<file path="src/rtl/clock_scale_meter.sv">
// -----------------------------------------------------------------------------
// clock_scale_meter
//
// Measures the half-period of a slow free-running square wave (clk_in) in CCLK
// cycles and reports it as the clk_scale value a CCLK-based divider would need
// to reproduce that wave. Also reports the individual high/low phase lengths,
// the full period, a lock indication and a stall indication.
//
// Ports:
//   CCLK         in   100 MHz system clock, all logic on its rising edge
//   rst_n        in   asynchronous active-low reset
//   clk_in       in   clock under measurement, asynchronous to CCLK
//   clear        in   synchronous restart of the measurement (level)
//   scale_out    out  most recent half-period in CCLK cycles
//   high_len     out  most recent high-phase length
//   low_len      out  most recent low-phase length
//   period       out  high_len + low_len, full width (CNT_W+1 bits)
//   sample_valid out  one-cycle pulse when scale_out is updated
//   locked       out  consecutive half-periods agree within TOL
//   stalled      out  no clk_in edge seen for TIMEOUT cycles
//   state_dbg    out  current measurement state (0 WAIT, 1 MEASURE, 2 STALLED)
//
// There is no valid/ready handshake: sample_valid is a pure strobe, the data
// outputs are registered and hold their value between strobes.
// -----------------------------------------------------------------------------
module clock_scale_meter #(
    parameter int unsigned CNT_W       = 32,
    parameter int unsigned SYNC_STAGES = 2,
    parameter int unsigned TIMEOUT     = 100_000_000,
    parameter int unsigned TOL         = 0
) (
    input  logic             CCLK,
    input  logic             rst_n,
    input  logic             clk_in,
    input  logic             clear,
    output logic [CNT_W-1:0] scale_out,
    output logic [CNT_W-1:0] high_len,
    output logic [CNT_W-1:0] low_len,
    output logic [CNT_W:0]   period,
    output logic             sample_valid,
    output logic             locked,
    output logic             stalled,
    output logic [1:0]       state_dbg
);

    localparam logic [CNT_W-1:0] TIMEOUT_V = CNT_W'(TIMEOUT);
    localparam logic [CNT_W-1:0] TOL_V     = CNT_W'(TOL);
    localparam logic [CNT_W-1:0] ONE_V     = CNT_W'(1);

    typedef enum logic [1:0] {
        S_WAIT    = 2'd0,
        S_MEASURE = 2'd1,
        S_STALLED = 2'd2
    } state_t;

    state_t state_q, state_d;

    // ------------------------------------------------------------------
    // Synchronizer and edge detection
    // ------------------------------------------------------------------
    logic [SYNC_STAGES-1:0] sync_q;
    logic                   prev_q;
    logic                   sync_s;
    logic                   edge_det;
    logic                   rise;
    logic                   fall;

    always_ff @(posedge CCLK or negedge rst_n) begin
        if (!rst_n) begin
            sync_q <= '0;
            prev_q <= 1'b0;
        end else begin
            sync_q <= {sync_q[SYNC_STAGES-2:0], clk_in};
            prev_q <= sync_q[SYNC_STAGES-1];
        end
    end

    assign sync_s   = sync_q[SYNC_STAGES-1];
    assign edge_det = sync_s ^ prev_q;
    assign rise     = edge_det & sync_s;
    assign fall     = edge_det & ~sync_s;

    // ------------------------------------------------------------------
    // Interval counter: loads 1 on an edge so that two edges N cycles
    // apart leave cnt_q == N during the second edge's cycle.
    // ------------------------------------------------------------------
    logic [CNT_W-1:0] cnt_q;
    logic             hit_timeout;

    always_ff @(posedge CCLK or negedge rst_n) begin
        if (!rst_n) begin
            cnt_q <= '0;
        end else if (edge_det) begin
            cnt_q <= ONE_V;
        end else if (cnt_q != TIMEOUT_V) begin
            cnt_q <= cnt_q + ONE_V;
        end
    end

    assign hit_timeout = (cnt_q == TIMEOUT_V);

    // ------------------------------------------------------------------
    // FSM: state register
    // ------------------------------------------------------------------
    always_ff @(posedge CCLK or negedge rst_n) begin
        if (!rst_n) begin
            state_q <= S_WAIT;
        end else begin
            state_q <= state_d;
        end
    end

    // ------------------------------------------------------------------
    // FSM: next state. An edge always beats the timeout.
    // ------------------------------------------------------------------
    always_comb begin
        state_d = state_q;
        if (clear) begin
            state_d = S_WAIT;
        end else begin
            case (state_q)
                S_WAIT:    if (edge_det) state_d = S_MEASURE;
                S_MEASURE: if (!edge_det && hit_timeout) state_d = S_STALLED;
                S_STALLED: if (edge_det) state_d = S_MEASURE;
                default:   state_d = S_WAIT;
            endcase
        end
    end

    // ------------------------------------------------------------------
    // FSM: outputs. Edges seen in WAIT or STALLED only re-arm the
    // measurement; the interval behind them is partial.
    // ------------------------------------------------------------------
    logic capture;
    logic enter_stall;

    always_comb begin
        capture     = 1'b0;
        enter_stall = 1'b0;
        stalled     = 1'b0;
        state_dbg   = state_q;
        if (state_q == S_MEASURE && edge_det && !clear) begin
            capture = 1'b1;
        end
        if (state_q == S_MEASURE && state_d == S_STALLED) begin
            enter_stall = 1'b1;
        end
        if (state_q == S_STALLED) begin
            stalled = 1'b1;
        end
    end

    // ------------------------------------------------------------------
    // Capture datapath
    // ------------------------------------------------------------------
    logic [CNT_W-1:0] prev_half;
    logic             have_high;
    logic             have_low;
    logic             have_ref;
    logic [CNT_W-1:0] half_diff;
    logic [CNT_W-1:0] high_next;
    logic [CNT_W-1:0] low_next;
    logic [CNT_W:0]   period_next;
    logic             both_next;

    assign half_diff   = (cnt_q >= prev_half) ? (cnt_q - prev_half) : (prev_half - cnt_q);
    // Period uses the phase being captured this cycle plus the stored other one.
    assign high_next   = fall ? cnt_q : high_len;
    assign low_next    = rise ? cnt_q : low_len;
    assign period_next = {1'b0, high_next} + {1'b0, low_next};
    assign both_next   = (have_high | fall) & (have_low | rise);

    always_ff @(posedge CCLK or negedge rst_n) begin
        if (!rst_n) begin
            scale_out    <= '0;
            high_len     <= '0;
            low_len      <= '0;
            period       <= '0;
            sample_valid <= 1'b0;
            locked       <= 1'b0;
            prev_half    <= '0;
            have_high    <= 1'b0;
            have_low     <= 1'b0;
            have_ref     <= 1'b0;
        end else if (clear) begin
            scale_out    <= '0;
            high_len     <= '0;
            low_len      <= '0;
            period       <= '0;
            sample_valid <= 1'b0;
            locked       <= 1'b0;
            prev_half    <= '0;
            have_high    <= 1'b0;
            have_low     <= 1'b0;
            have_ref     <= 1'b0;
        end else begin
            sample_valid <= capture;
            if (capture) begin
                scale_out <= cnt_q;
                prev_half <= cnt_q;
                have_ref  <= 1'b1;
                // First capture after re-arming has no reference to compare.
                locked    <= have_ref && (half_diff <= TOL_V);
                if (fall) begin
                    high_len  <= cnt_q;
                    have_high <= 1'b1;
                end else begin
                    low_len  <= cnt_q;
                    have_low <= 1'b1;
                end
                if (both_next) begin
                    period <= period_next;
                end
            end else if (enter_stall) begin
                // Data outputs hold; only the lock and the phase history drop.
                locked    <= 1'b0;
                have_high <= 1'b0;
                have_low  <= 1'b0;
                have_ref  <= 1'b0;
            end
        end
    end

endmodule

</file>
<file path="config.mk">
export PLATFORM = sky130hd
export DESIGN_NAME = clock_scale_meter
export DESIGN_NICKNAME = d
export VERILOG_FILES = /design/src/rtl/clock_scale_meter.sv
export SDC_FILE = /design/constraint.sdc
export NUM_CORES = 1
export LEC_CHECK = 0
export BUFFER_PORTS_ARGS = -buffer_cell sky130_fd_sc_hd__buf_4
export CORE_MARGIN = 3
export CORE_UTILIZATION = 50
export DETAILED_ROUTE_END_ITERATION = 6
export HOLD_SLACK_MARGIN = 0.05
export PLACE_DENSITY = 0.73
export SLEW_MARGIN = 20
export SYNTH_ARGS = -nofsm -noshare
export SYNTH_HDL_FRONTEND = slang
export SYNTH_SLANG_ARGS = --single-unit
</file>
<file path="constraint.sdc">
create_clock -name CCLK -period 4.9 [get_ports CCLK]
set_input_delay 1.225 -clock CCLK [delete_from_list [all_inputs] [get_ports CCLK]]
set_output_delay 1.225 -clock CCLK [all_outputs]
set_load 0.05 [all_outputs]
</file>
After elaboration in Yosys (flattened, before gate mapping) --
Cells that the tools add are included.
Operators by class: add/sub/neg operators 4, order comparisons 2, equal/unequal tests 8, mux-type cells 34, bitwise gates (word level) 7, reductions and logical operators 17
Operators by type and width (number):
- $mux W32 | 12
- $mux W33 | 3
- $sub A32 B32 Y32 | 2
- $add A32 B32 Y33 | 1
- $add A32 B1 Y32 const B | 1
- $eq A32 B27 Y1 const B | 1
- $ge A32 B32 Y1 | 1
- $le A32 B1 Y1 const B | 1
- $ne A32 B27 Y1 const B | 1
- $mux W1 | 15
- $reduce_and A2 Y1 | 4
- $mux W2 | 3
- $ne A3 B3 Y1 const B | 2
- $reduce_bool A2 Y1 | 3
- $logic_and A1 B1 Y1 | 5
- $eq A2 B2 Y1 const B | 2
- $pmux W2 S2 | 1
- $and A1 B1 Y1 | 3
- $reduce_bool A3 Y1 | 1
- $eq A2 B1 Y1 const B | 1
- $logic_not A1 Y1 | 2
- $logic_not A2 Y1 | 1
- $ne A2 B2 Y1 const B | 1
- $or A1 B1 Y1 | 2
- other kinds (3) | 3
Word-level totals: register bits 171, input bits 4, output and inout port bits 134, logic and storage cells 85

Depth between registers and ports, before layout --
Gate-level depths: netlist of the first run.
word-level depth 12, depth in mapped cells 18, mapped depth without buffers 16

Least setup slack after synthesis of the first run --
Ideal clock, no wire load.
kind reg-to-reg, start register sync_q[1], end register period[26], setup time 0.121 ns, data arrival time 3.947 ns, required time 4.779 ns, path slack 0.832 ns, cell stages (with the launch flop) 18, buffers on the path 2, clock period less this slack 4.068 ns, path through dfrtp_1 > inv_1 > ha_1 > clkbuf_1 > buf_1 > mux2_2 > fa_1 > a21oi_1 > o21ai_1 > a21oi_2 > o21ai_1 > a31o_1 > a31oi_2 > o21ai_1 > o41a_1 > a31oi_1 > xnor2_1 > a22o_1
On the way: cells in the longest elaborated chain, start to end 7, elaborated cells between the ends (all ways) 19, those cells by class add/sub (1); mux (6); bitwise (7); reduce/logical (5)
Ends and longest elaborated chain:
- start: declaration | RTL line 61 | logic [SYNC_STAGES-1:0] sync_q;
- start signal: assignment | RTL line 73 | sync_q <= {sync_q[SYNC_STAGES-2:0], clk_in};
- $xor A1 B1 Y1 or $not A1 Y1 (tied branches) | RTL line 79, 81
- $and A1 B1 Y1 (on tied branches) | RTL line 81, 80
- $mux W32 (on tied branches)
- $add A32 B32 Y33 | RTL line 170 | assign period_next = {1'b0, high_next} + {1'b0, low_next};
- $mux W33 | RTL line 211 | if (both_next) begin
- $mux W33 | RTL line 198 | if (capture) begin
- $mux W33 | RTL line 185 | end else if (clear) begin
- end signal: assignment | RTL line 212 | period <= period_next;
- end: declaration | RTL line 39 | output logic [CNT_W:0] period,
Parallel ways exist; a longest one is shown, timed or not. The select of a mux whose other input is x is not followed. A chain may end at the register's enable or synchronous reset.

Final worst setup path of the first run --
start register sync_q[1], end register period[28]
Same word-level chain as after synthesis.

==> results of run 1 <==
==> area by class of cell <==
class                      count  area, sq um  area share, %
sequential                   171         4279          29.02
timing repair buffer         157         1195          8.103
multi-input combinational   1133         7921          53.72
clock buffer                  18        439.2          2.978
tap                          330        412.9          2.800
clock inverter                13        168.9          1.145
inverter                      88        330.3          2.240
==> cell usage after synthesis, types with 8 or more instances <==
cell and number:
sky130_fd_sc_hd__mux2i_1 9, sky130_fd_sc_hd__and2_1 34, sky130_fd_sc_hd__dfrtp_1 171, sky130_fd_sc_hd__a21oi_1 123
sky130_fd_sc_hd__o21ai_1 14, sky130_fd_sc_hd__clkbuf_1 59, sky130_fd_sc_hd__a31oi_1 8, sky130_fd_sc_hd__nand2b_1 13
sky130_fd_sc_hd__buf_2 10, sky130_fd_sc_hd__nor2b_1 9, sky130_fd_sc_hd__o21ai_0 31, sky130_fd_sc_hd__nand2_1 143
sky130_fd_sc_hd__nand3_1 37, sky130_fd_sc_hd__a21o_1 48, sky130_fd_sc_hd__a22o_1 62, sky130_fd_sc_hd__and3_1 11
sky130_fd_sc_hd__nor3_1 53, sky130_fd_sc_hd__nand4_1 18, sky130_fd_sc_hd__inv_1 86, sky130_fd_sc_hd__xor2_1 26
sky130_fd_sc_hd__nor4_1 12, sky130_fd_sc_hd__mux2_2 64, sky130_fd_sc_hd__xnor2_1 56, sky130_fd_sc_hd__nor2_1 123
sky130_fd_sc_hd__ha_1 99, sky130_fd_sc_hd__o21bai_1 12
==> path summary, 6_finish.rpt <==
kind,from,endpoint,cells after the start
worst max-delay path,sync_q[1],period[28],16
worst min-delay path,sync_q[0],sync_q[1],0
worst max register to register,sync_q[1],period[28],16
worst min register to register,sync_q[0],sync_q[1],0
max in group asynchronous,rst_n,low_len[6],2
min in group asynchronous,rst_n,prev_half[29],1
==> sequential cells by signal, summed over array words and instances, names as in the netlist <==
| signal | cells |
|---|---|
| cnt_q | 32 |
| have_high | 1 |
| have_low | 1 |
| have_ref | 1 |
| high_len | 32 |
| locked | 1 |
| low_len | 32 |
| period | 33 |
| prev_half | 32 |
| prev_q | 1 |
| sample_valid | 1 |
| state_dbg | 2 |
| sync_q | 2 |
==> metrics by stage <==
stage               total power, mW  util [%]
floorplan                     2.298         -
global placement              2.580     55.82
detailed placement            2.586     55.82
CTS                           3.990     58.23
global route                  4.152     58.23
finish                        3.981     58.23
==> logic make-up after synthesis <==
logic type / count (synthesis) / share of synthesized area (%)
AO/OA/AOI/OAI: 394 / 21.51
XOR/XNOR: 82 / 5.553
adder cells (fa/ha/maj): 100 / 9.733
buffers and inverters: 177 / 5.786
flip-flops: 171 / 33.09
multiplexers: 73 / 6.269
AND/OR/NAND/NOR: 484 / 18.06
==> cell usage in the layout, fill, tap and decap left out, types with 12 or more instances in the layout <==
cell and count:
sky130_fd_sc_hd__a21o_1 48, sky130_fd_sc_hd__nor2_1 122, sky130_fd_sc_hd__inv_1 86, sky130_fd_sc_hd__nor3_1 52
sky130_fd_sc_hd__a21oi_1 122, sky130_fd_sc_hd__xor2_1 26, sky130_fd_sc_hd__nand4_1 18, sky130_fd_sc_hd__o21ai_1 14
sky130_fd_sc_hd__a22o_1 62, sky130_fd_sc_hd__o21ai_0 31, sky130_fd_sc_hd__clkbuf_16 17, sky130_fd_sc_hd__ha_1 99
sky130_fd_sc_hd__nand2b_1 13, sky130_fd_sc_hd__buf_4 155, sky130_fd_sc_hd__dfrtp_1 171, sky130_fd_sc_hd__nand2_1 143
sky130_fd_sc_hd__nand3_1 37, sky130_fd_sc_hd__xnor2_1 56, sky130_fd_sc_hd__nor4_1 12, sky130_fd_sc_hd__and2_1 34
sky130_fd_sc_hd__mux2_2 64, sky130_fd_sc_hd__o21bai_1 12
==> per-layer routing <==
| metal | vias up | share of wire [%] | global-route usage (%) |
|---|---|---|---|
| met3 | 39 | 5.3 | 3.465 |
| met2 | 375 | 46 | 41.61 |
| met4 | 0 | 1.6 | 6.671 |
| li1 | 5436 | - | - |
| met5 | - | 0 | 0 |
| met1 | 5619 | 47 | 38.84 |
==> power by group <==
group          internal, mW  switching (mW)
Combinational         0.423           0.656
Clock                 0.817           0.589
Sequential             1.45          0.0508
==> critical path, cell delays in order, from the launching register on <==
cell and delay, ns:
sky130_fd_sc_hd__dfrtp_1 0.40, sky130_fd_sc_hd__inv_1 0.07, sky130_fd_sc_hd__ha_1 0.50, sky130_fd_sc_hd__mux2_2 0.42
sky130_fd_sc_hd__ha_1 0.24, sky130_fd_sc_hd__fa_1 0.41, sky130_fd_sc_hd__a21oi_1 0.23, sky130_fd_sc_hd__o21ai_1 0.11
sky130_fd_sc_hd__a21oi_2 0.19, sky130_fd_sc_hd__o21ai_1 0.12, sky130_fd_sc_hd__a31o_1 0.29, sky130_fd_sc_hd__a31oi_2 0.23
sky130_fd_sc_hd__o21ai_1 0.13, sky130_fd_sc_hd__o41a_1 0.39, sky130_fd_sc_hd__a21oi_1 0.21, sky130_fd_sc_hd__xnor2_1 0.09
sky130_fd_sc_hd__a22o_1 0.20
==> summary.md, run 1 <==
The wire length after detailed routing is 37,420 um, and the growth of design area from synthesis to finish is 14.03%. Summed over all cells, the static leakage comes to 7.381 nW. 0 antenna diodes ended up in the layout. The die is 166.8 um tall. The post-CTS setup repair buffer count is 0. The type of the most critical hold path is register to register. The first-pass iteration count of the detailed router is 5, and the total global routing overflow is 0.

In the routed design, unresolved DRC markers number 0. Yosys attributes the largest share of cell area to sky130_fd_sc_hd__dfrtp_1, sky130_fd_sc_hd__ha_1, sky130_fd_sc_hd__mux2_2. Final net count: 1,672. At the end of routability-driven placement, the weighted congestion stood at 0.9262. Measured against its own limit, the worst slew margin works out to 39.81%. The floorplan has 58 rows. The synthesized netlist occupies a cell area of 0.01293 sq mm. TritonCTS built the clock tree. The run gives 1,585 as the post-synthesis net count. In this run the remaining antenna-violating nets after routing total 0. The horizontal die dimension was 166.8 um. The run gives 92 as the number of different library cells in the post-synthesis netlist. The run gives 33.09% as the sequential cell area fraction in the yosys report. The number of placed instances, taps included, is 1,879. The total track usage is 26.45%. Count of final hold-check violations: 0. For the effective utilization at floorplan, the log shows 51.06%.

Counting the buffers created by CTS gives 17. The number of fillers in the final layout is 2,268. The worst setup path is launched from a register. Synthesis produced a netlist whose cell count is 1,481.

After clock tree synthesis, the repair step resized 0 gates. The synthesized design contains 171 register bits. The via count of the first global-routing pass was 11,091; the clock-pin slew reported for the worst setup and hold paths after clock tree synthesis was 0.07 ns.

Of all nets on the critical path, the largest fanout is 12. The achievable clock frequency came out at 0.2297 GHz. The clock drives 171 sinks. Across the run, the number of max-cap violations was 0. The synthesized design contains 0 enable-type register cells. The total via count in the routed design is 11,469, and the first-pass GRT wire length is 60,380 um.

Using the TritonRoute via totals, the vias-per-cell ratio works out to 6.005. Buffers inserted to repair hold after CTS numbered 0. The endpoint class of the critical path is a register. The top cell type by area accounts for 33.09% of the synthesized area.

After floorplanning, the core was sized to cover 0.02533 sq mm. The die covers 0.02783 sq mm. The tools report the worst slack at placement as 0.6388 ns. A synthesized cell averages 8.732 sq um. The wire length per cell after detailed routing came out at 19.59 um. In this run the cell area measured after placement is 0.01414 sq mm. Slew of the pin with the lowest slew margin: 0.8911 ns. Share of post-route cells with drive strength above 1: 18.54%. Power per cell area: 270.0 mW/mm^2. The worst-case clock buffer depth was 2; the internal reg-to-reg setup slack was 0.55 ns. Setup repair after global routing left no endpoint under its margin. The most used flip-flop cell after synthesis is sky130_fd_sc_hd__dfrtp_1.

The number of placed I/O pins was 138; the clock latency of the later-clocked register in the worst-skew pair was 0.43 ns. The max-slew violation count is 0. Leaving out filler cells and counting taps, the final layout contains 1,910. Data on the critical path arrives at its endpoint at 4.67 ns.

Once layout is done, the placed cells without fillers occupy 0.01475 sq mm. After layout, the minimum clock period comes to 4.353 ns. On the final layout, the worst hold slack is 0.4179 ns. The maximum number of pins on one net before global-route repair is 93, and the DRC violation total after the first TritonRoute iteration is 933.

The initial antenna violation count is 0. Data on the critical path is required at its endpoint by 5.22 ns. Setup violations remaining at the end of the flow were counted as 0.

Setup total negative slack on the finished layout was measured at 0 ns. The root buffer selected by CTS is sky130_fd_sc_hd__clkbuf_16. The flow ran to the end, and the final reports show no timing, DRC or antenna violations. After legalization and detailed placement, the total HPWL measured 27,560 um. Summed over all instances, the cell type with the most area after synthesis is sky130_fd_sc_hd__dfrtp_1. By startpoint and endpoint, the worst setup path is classified as register to register. The run gives 0.01003 ns as the worst clock skew. The post-route fraction of the period consumed by the critical path was 88.85%. IR analysis of the VDD net gives a maximum drop of 0.0002061 V.

The count of port buffers added during placement was 137; the fraction of registers with async set or reset after synthesis was 100.0%. The Yosys step of the flow raised 0 warnings. Once routing completed, OpenROAD measured the worst setup slack at 0.5466 ns.

In this run the number of H-tree levels came out at 4.
No activity file was read; power rests on OpenSTA's default activity.
==> run 2: changes to the inputs <==
Settings changed: RECOVER_POWER from default to 100.
==> summary.md, run 2 (synthesis gave the netlist of run 1 again) <==
The run finished, with violations left. The checks that failed: capacitance limit, slew limit. In this run the remaining antenna-violating nets after routing total 0. The floorplan step defined a die boundary enclosing 0.02783 sq mm. Counting the buffers created by CTS gives 17. STA classifies the critical path endpoint as a register.

The logs give 0.007885 sq mm for the area occupied by multi-input gates and 1,010 for the DRC violation total after the first TritonRoute iteration. Hold timing on the final database bottoms out at a slack of 0.4179 ns. At the end of the flow the core is filled with cells to 55.98%.

For the maximum number of pins on one net before global-route repair, the log shows 93. In this run the standard cell core region covers 0.02533 sq mm. The setup-violating endpoint count in the final report is 0. In the final design database the tool counted 1,672 nets. The startpoint identified for the worst hold timing path is sync_q[1]. The maximum vdd drop is 0.0002082 V.

For this configuration, the core starts out at a cell density of 51.06%. The startpoint type of the worst setup path is a register. At the end of routability-driven placement, the weighted congestion stood at 0.9262. For the leakage component of the power, the log shows 6.772 nW. In the final layout, the share of cells above drive strength 1 is 9.494%. After detailed routing, the average wire length per cell comes to 19.56 um. The run gives 0.43 ns as the clock latency of the later-clocked register in the worst-skew pair. TritonCTS built the clock tree. Summed over all failing endpoints, the final setup total negative slack is 0 ns. The tools report the total area of sequential cells as 0.004279 sq mm. Among cell families on the critical path, the largest total delay comes from compound AO/OA/AOI/OAI gates. The tools report the via count of the first global-routing pass as 11,091. The slowest stage cell on the critical path is sky130_fd_sc_hd__ha_1. Leaving out filler cells and counting taps, the final layout contains 1,910. For the initial antenna violation count, the log shows 0. The tools report the cts-stage hold buffer count as 0. At the pin with the least slew margin, the transition time is 2.038 ns. The tree is rooted in a sky130_fd_sc_hd__clkbuf_16. Using the TritonRoute via totals, the vias-per-cell ratio works out to 5.997. Tracing the worst setup path back leads to its startpoint at sync_q[1].

After detailed routing, the number of remaining DRC violations is 0. Compared with the post-synthesis result, the final layout area differs by 9.626%. At the worst endpoint, the arrival time is 4.81 ns. In this run the tool buffered the top-level ports with 137 buffer cells. Data on the critical path is required at its endpoint by 5.22 ns.

Among the stages of the critical path, the cell type that occurs most often is sky130_fd_sc_hd__a21oi_1. The post-CTS setup repair buffer count was 0; the number of H-tree branching levels was 4. Row generation in the floorplan step produced 58 rows.

Max-slew violation count: 150. For this run the aggregate overflow at the end of global routing stands at 0. Measured against its own limit, the worst slew margin works out to -35.86%. The pre-antenna-repair detailed-routing pass consisted of 5 iterations. The register with the most flip-flops in the layout has 33 of them. The number of antenna diodes in the final layout is 0. The power per cell area was 279.1 mW/mm^2. The worst hold path belongs to the class register to register. The tools report the half-perimeter wire length after detailed placement as 27,560 um. In this run the worst path has a maximum fanout of 12. The library cells used most frequently in the layout, excluding fill and tap cells, are sky130_fd_sc_hd__dfrtp_1, sky130_fd_sc_hd__nand2_1, sky130_fd_sc_hd__clkbuf_1, sky130_fd_sc_hd__a21oi_1, sky130_fd_sc_hd__nor2_1. Clock tree synthesis found a total of 171 sinks. The worst register-to-register path begins at sync_q[1]. In this run the cell area measured after placement is 0.01414 sq mm. The class of the most critical setup path was register to register. Wires add up to 37,350 um. The critical path goes through inv_1, ha_1, mux2_1, ha_1, fa_1, a21oi_1, o21ai_1, a21oi_1, o21ai_1, a31o_1, a31oi_1, o21ai_0, o41a_1, a21oi_1, xnor2_1, a22o_1. The total track usage is 26.45%, and the maximum cell stage delay along the critical path is 0.49 ns.

The tool flagged a number of max-cap violations equal to 2. The final critical path time including I/O delays and setup works out to 4.497 ns. Setup repair after global routing left no endpoint under its margin.

The number of fillers in the final layout is 2,403. Achievable clock frequency: 0.2224 GHz. The total non-filler cell area in the finished layout came out at 0.01418 sq mm. During I/O placement, the number of pins put on the boundary was 138. Worst-case clock buffer depth: 2. The register containing the most flip-flops in the final layout is period. The die is 166.8 um wide. The detailed router placed 11,455 vias in this run. Gates resized during post-CTS repair numbered 0.

The library cell used most frequently in the layout, excluding fill and tap cells, is sky130_fd_sc_hd__dfrtp_1. In this run, placement finished with an instance count of 1,879. The first global-routing pass estimated 60,380 um of wire. Clock-pin slew was measured on the worst setup and hold paths at 0.07 ns.

For the final database, setup skew stands at 0.01058 ns. The number of buffer and inverter stages on the critical path was 1; the count of final hold-check violations was 0. The die is 166.8 um tall. The post-route fraction of the period consumed by the critical path was 91.78%.
run 2: power breakdown:
part	internal [mW]	switching (mW)	total [mW]
registers	1.45	0.0498	1.50
clock network	0.817	0.591	1.41
logic	0.398	0.655	1.05
run 2: final timing paths:
check	cells past startpoint	slack [ns]	to
max in group asynchronous	2	1.19	high_len[0]
hold / removal	0	0.42	prev_q
setup reg to reg	16	0.40	period[28]
setup / recovery	16	0.40	period[28]
min in group asynchronous	1	1.37	prev_half[28]
hold reg to reg	0	0.42	prev_q
run 2: area by class of cell:
cell class / count / share of cell area, %
clock buffers: 18 / 3.098
clock inverters: 13 / 1.191
inverters: 88 / 2.330
multi-input cells: 1133 / 55.62
flip-flops and latches: 171 / 30.18
well taps: 330 / 2.912
repair buffers: 157 / 4.669
run 2: routing by layer:
layer	routed length [um]	GRT usage, %	up-vias
met5	0	0	-
met3	2066	3.465	48
li1	-	-	5433
met4	635	6.671	0
met1	17450	38.84	5587
met2	17200	41.61	387
run 2: worst reg2reg max path, stage by stage, from the launching register on:
cell and delay [ns]:
sky130_fd_sc_hd__dfrtp_1 0.40, sky130_fd_sc_hd__inv_1 0.07, sky130_fd_sc_hd__ha_1 0.49, sky130_fd_sc_hd__mux2_1 0.41, sky130_fd_sc_hd__ha_1 0.24, sky130_fd_sc_hd__fa_1 0.41
sky130_fd_sc_hd__a21oi_1 0.24, sky130_fd_sc_hd__o21ai_1 0.10, sky130_fd_sc_hd__a21oi_1 0.24, sky130_fd_sc_hd__o21ai_1 0.14, sky130_fd_sc_hd__a31o_1 0.28, sky130_fd_sc_hd__a31oi_1 0.27
sky130_fd_sc_hd__o21ai_0 0.19, sky130_fd_sc_hd__o41a_1 0.41, sky130_fd_sc_hd__a21oi_1 0.21, sky130_fd_sc_hd__xnor2_1 0.09, sky130_fd_sc_hd__a22o_1 0.20
run 2: metrics by stage:
step / power [mW] / worst slack [ns]
2_1_floorplan: 2.298 / 0.8321
3_3_place_gp: 2.580 / 0.7041
3_5_place_dp: 2.586 / 0.6388
4_1_cts: 3.990 / 0.5595
5_1_grt: 4.126 / 0.1875
6_report: 3.957 / 0.4027
==> run 3: changes to the inputs <==
Settings changed: PLACE_DENSITY 0.73 to 0.75, REMOVE_ABC_BUFFERS from default to 1.
Clock period 4.9 ns to 3.8 ns, I/O delays scaled along.
==> summary.md, run 3 (synthesis gave the netlist of run 1 again) <==
The flow ran to the end, but the final reports show violations. The checks that failed: capacitance limit, slew limit. The reported max-cap violation count is 1.

The later pin in the worst-skew pair is clocked with a latency of 0.44 ns. The core region is 0.02533 sq mm. For the DRC violations left, the log shows 0. For the leakage component of the power, the log shows 7.209 nW. The repair_antennas step left the layout with diodes totalling 0. In the layout the commonest cells are sky130_fd_sc_hd__dfrtp_1, sky130_fd_sc_hd__nand2_1, sky130_fd_sc_hd__clkbuf_1, sky130_fd_sc_hd__nor2_1, sky130_fd_sc_hd__a21oi_1. The setup total negative slack was 0 ns. From synthesis to final layout, the design area changed by 15.49%.

The slew of the pin with the lowest slew margin was 3.032 ns; the power share of the clock group was 36.2%. The total global routing overflow was 0; the height of the chip was 166.8 um. The H-tree was split into 4 levels.

The post-route fraction of the period consumed by the critical path was 97.83%. The routed design has 38,800 um of wire. The via count normalized by instance count is 5.927, and the worst endpoint data arrival time is 4.04 ns. The setup slack after layout was 0.08253 ns; the final critical path time including I/O delays and setup was 3.717 ns.

The max-slew violation count came out at 54. The share of post-route cells with drive strength above 1 is 15.32%, and the worst clock skew is 0.009438 ns. Combinational logic is responsible for 27.2% of the overall power. The critical-path maximum fanout was 3. The congestion estimate from routability-driven global placement came to 0.9114.

The cts-stage hold buffer count is 0, and the worst max-slew margin expressed relative to the limit is -102.2%. The net switching fraction of the power was 31.60%. The tightest min-delay check is of the register to register type. The die area was 0.02783 sq mm. In this run the register-to-register setup slack is 0.08 ns.

In this run the worst setup path begins at prev_q. The first-pass GRT wire length is 61,570 um. The initial antenna violation count is 0. After floorplanning, the core was divided into 58 placement rows. The run gives 4.12 ns as the required time at the worst-slack endpoint. The length in cells of the worst reg-to-reg path is 16, and the achievable clock frequency is 0.2690 GHz.

Counting instances, the worst hold path has a depth of 0. The horizontal die dimension works out to 166.8 um. Leaving out fill and tap cells, the most frequent cell in the layout is sky130_fd_sc_hd__dfrtp_1. Worst slack at placement: -0.06494 ns. The total via count in the routed design came out at 11,705. Once the floorplan was initialized, standard cells occupied 51.06% of the core. Traced cell by cell, the critical path runs through buf_4, ha_4, buf_4, mux2_4, ha_1, a21oi_1, o211ai_1, and3_1, o211ai_1, a311oi_2, nand2_1, o21ai_2, a211o_1, o31ai_2, xnor2_1, a22o_1. The number of clock buffers inserted by TritonCTS was 17; the final net count was 1,737.

The via count of the first global-routing pass was 11,293. The tools report the launch instance of the worst min-delay path as sync_q[0]. The tree built by TritonCTS fans out to 171 sinks. The cell sitting at the root of the clock tree is a sky130_fd_sc_hd__clkbuf_16.

The first detailed-routing pass took 5 iterations. At the end of the flow the core is filled with cells to 58.97%. For the sequential cell fraction of total power, the log shows 36.6%. Count of port buffers added during placement: 137. The maximum vdd drop is 0.0002808 V. The register containing the most flip-flops in the final layout is period.

The tools report the number of placed I/O pins as 138. Global routing used 27.01% of the available tracks across all layers. After detailed routing, the average wire length per cell comes to 19.65 um.

TritonCTS built the clock tree. The register with the most flip-flops in the layout has 33 of them. For this run, the slowest stage of the critical path takes 0.39 ns.

Setup violations remaining at the end of the flow were counted as 0. The critical path is of the register to register type. The power per cell area was 352.4 mW/mm^2. The startpoint type of the worst setup path is a register.

The tools report the count of nets left with antenna violations after detail routing as 0. The tools report the worst-case clock buffer depth as 2. On the critical path, the stage with the largest delay is an instance of sky130_fd_sc_hd__dfrtp_1. Reg-to-reg startpoint: prev_q. The endpoint of the worst hold path was sync_q[1]. Entering global routing, the biggest net connects 69 pins.

The wire-length estimate of the detail-placed layout is 29,010 um. For the worst-case hold slack, the log shows 0.3904 ns. The worst register-to-register path ends at period[31]. The DRC violation total after the first TritonRoute iteration is 980.

The design internal power is 3.600 mW. The clock-pin slew reported for the worst setup and hold paths after clock tree synthesis is 0.07 ns. STA classifies the critical path endpoint as a register. For the net switching power, the log shows 1.663 mW.

The layout has 2,286 filler cells. The tools report the count of final hold-check violations as 0.
[run 3: changes by cell type in the layout (fill, tap and decap cells not counted), sizes merged]
| cell | before | now |
|---|---|---|
| clkinv | 2 | 4 |
| bufinv | 3 | 5 |
| clkbuf | 159 | 143 |
| buf | 16 | 98 |
| clkinvlp | 6 | 3 |
| inv | 90 | 88 |
[run 3: power groups by stage]
stage | clock network [mW] | logic [mW] | registers (mW)
floorplan | 0 | 0.890 | 2.06
global placement | 0 | 1.41 | 1.96
detailed placement | 0 | 1.42 | 1.96
CTS | 1.92 | 1.44 | 1.93
global route | 2.01 | 1.54 | 1.93
finish | 1.91 | 1.43 | 1.93
[run 3: layout make-up]
type	count	area [sq um]	share of cell area, %
clock buffers	19	442.9	2.966
inverters	88	330.3	2.212
flip-flops and latches	171	4280	28.66
clock inverters	12	196.4	1.315
well taps	330	412.9	2.765
repair buffers	222	1234	8.260
multi-input cells	1133	8039	53.82
[run 3: critical path: cells and delay by family (launching register included)]
kind	cells	cell delay, ns
XOR/XNOR	1	0.09
buffers and inverters	2	0.28
multiplexers	1	0.32
flip-flops	1	0.39
AO/OA/AOI/OAI	8	1.69
adder cells (fa/ha/maj)	2	0.47
AND/OR/NAND/NOR	2	0.36
[run 3: metal layers]
layer	up-vias	part of all wire, %	wire (um)	track usage [%]
li1	5534	-	-	-
met5	-	0	0	0
met2	445	46	17720	42.83
met3	77	6.4	2466	3.703
met1	5649	45	17560	38.72
met4	0	2.7	1054	7.927
[run 3: repair_timing]
item | in CTS | in global routing
setup buffers | 1 | 4
pin swaps | 5 | 13
gates resized for setup | 7 | 24
endpoints found under the setup margin | 3 | 12
[run 3: worst max-delay path by stage]
stage | end | cells after the start
floorplan | period[11] | 5
global route | period[26] | 16
CTS | period[24] | 16
detailed placement | period[26] | 16
global placement | period[26] | 16
finish | period[31] | 16
[run 3: metrics by stage]
step	instance area, sq um	std cells	power [mW]
finish	14940	1975	5.264
global route	14940	1975	5.477
CTS	15260	1971	5.278
detailed placement	14590	1939	3.383
global placement	14590	1939	3.371
floorplan	12510	1392	2.945
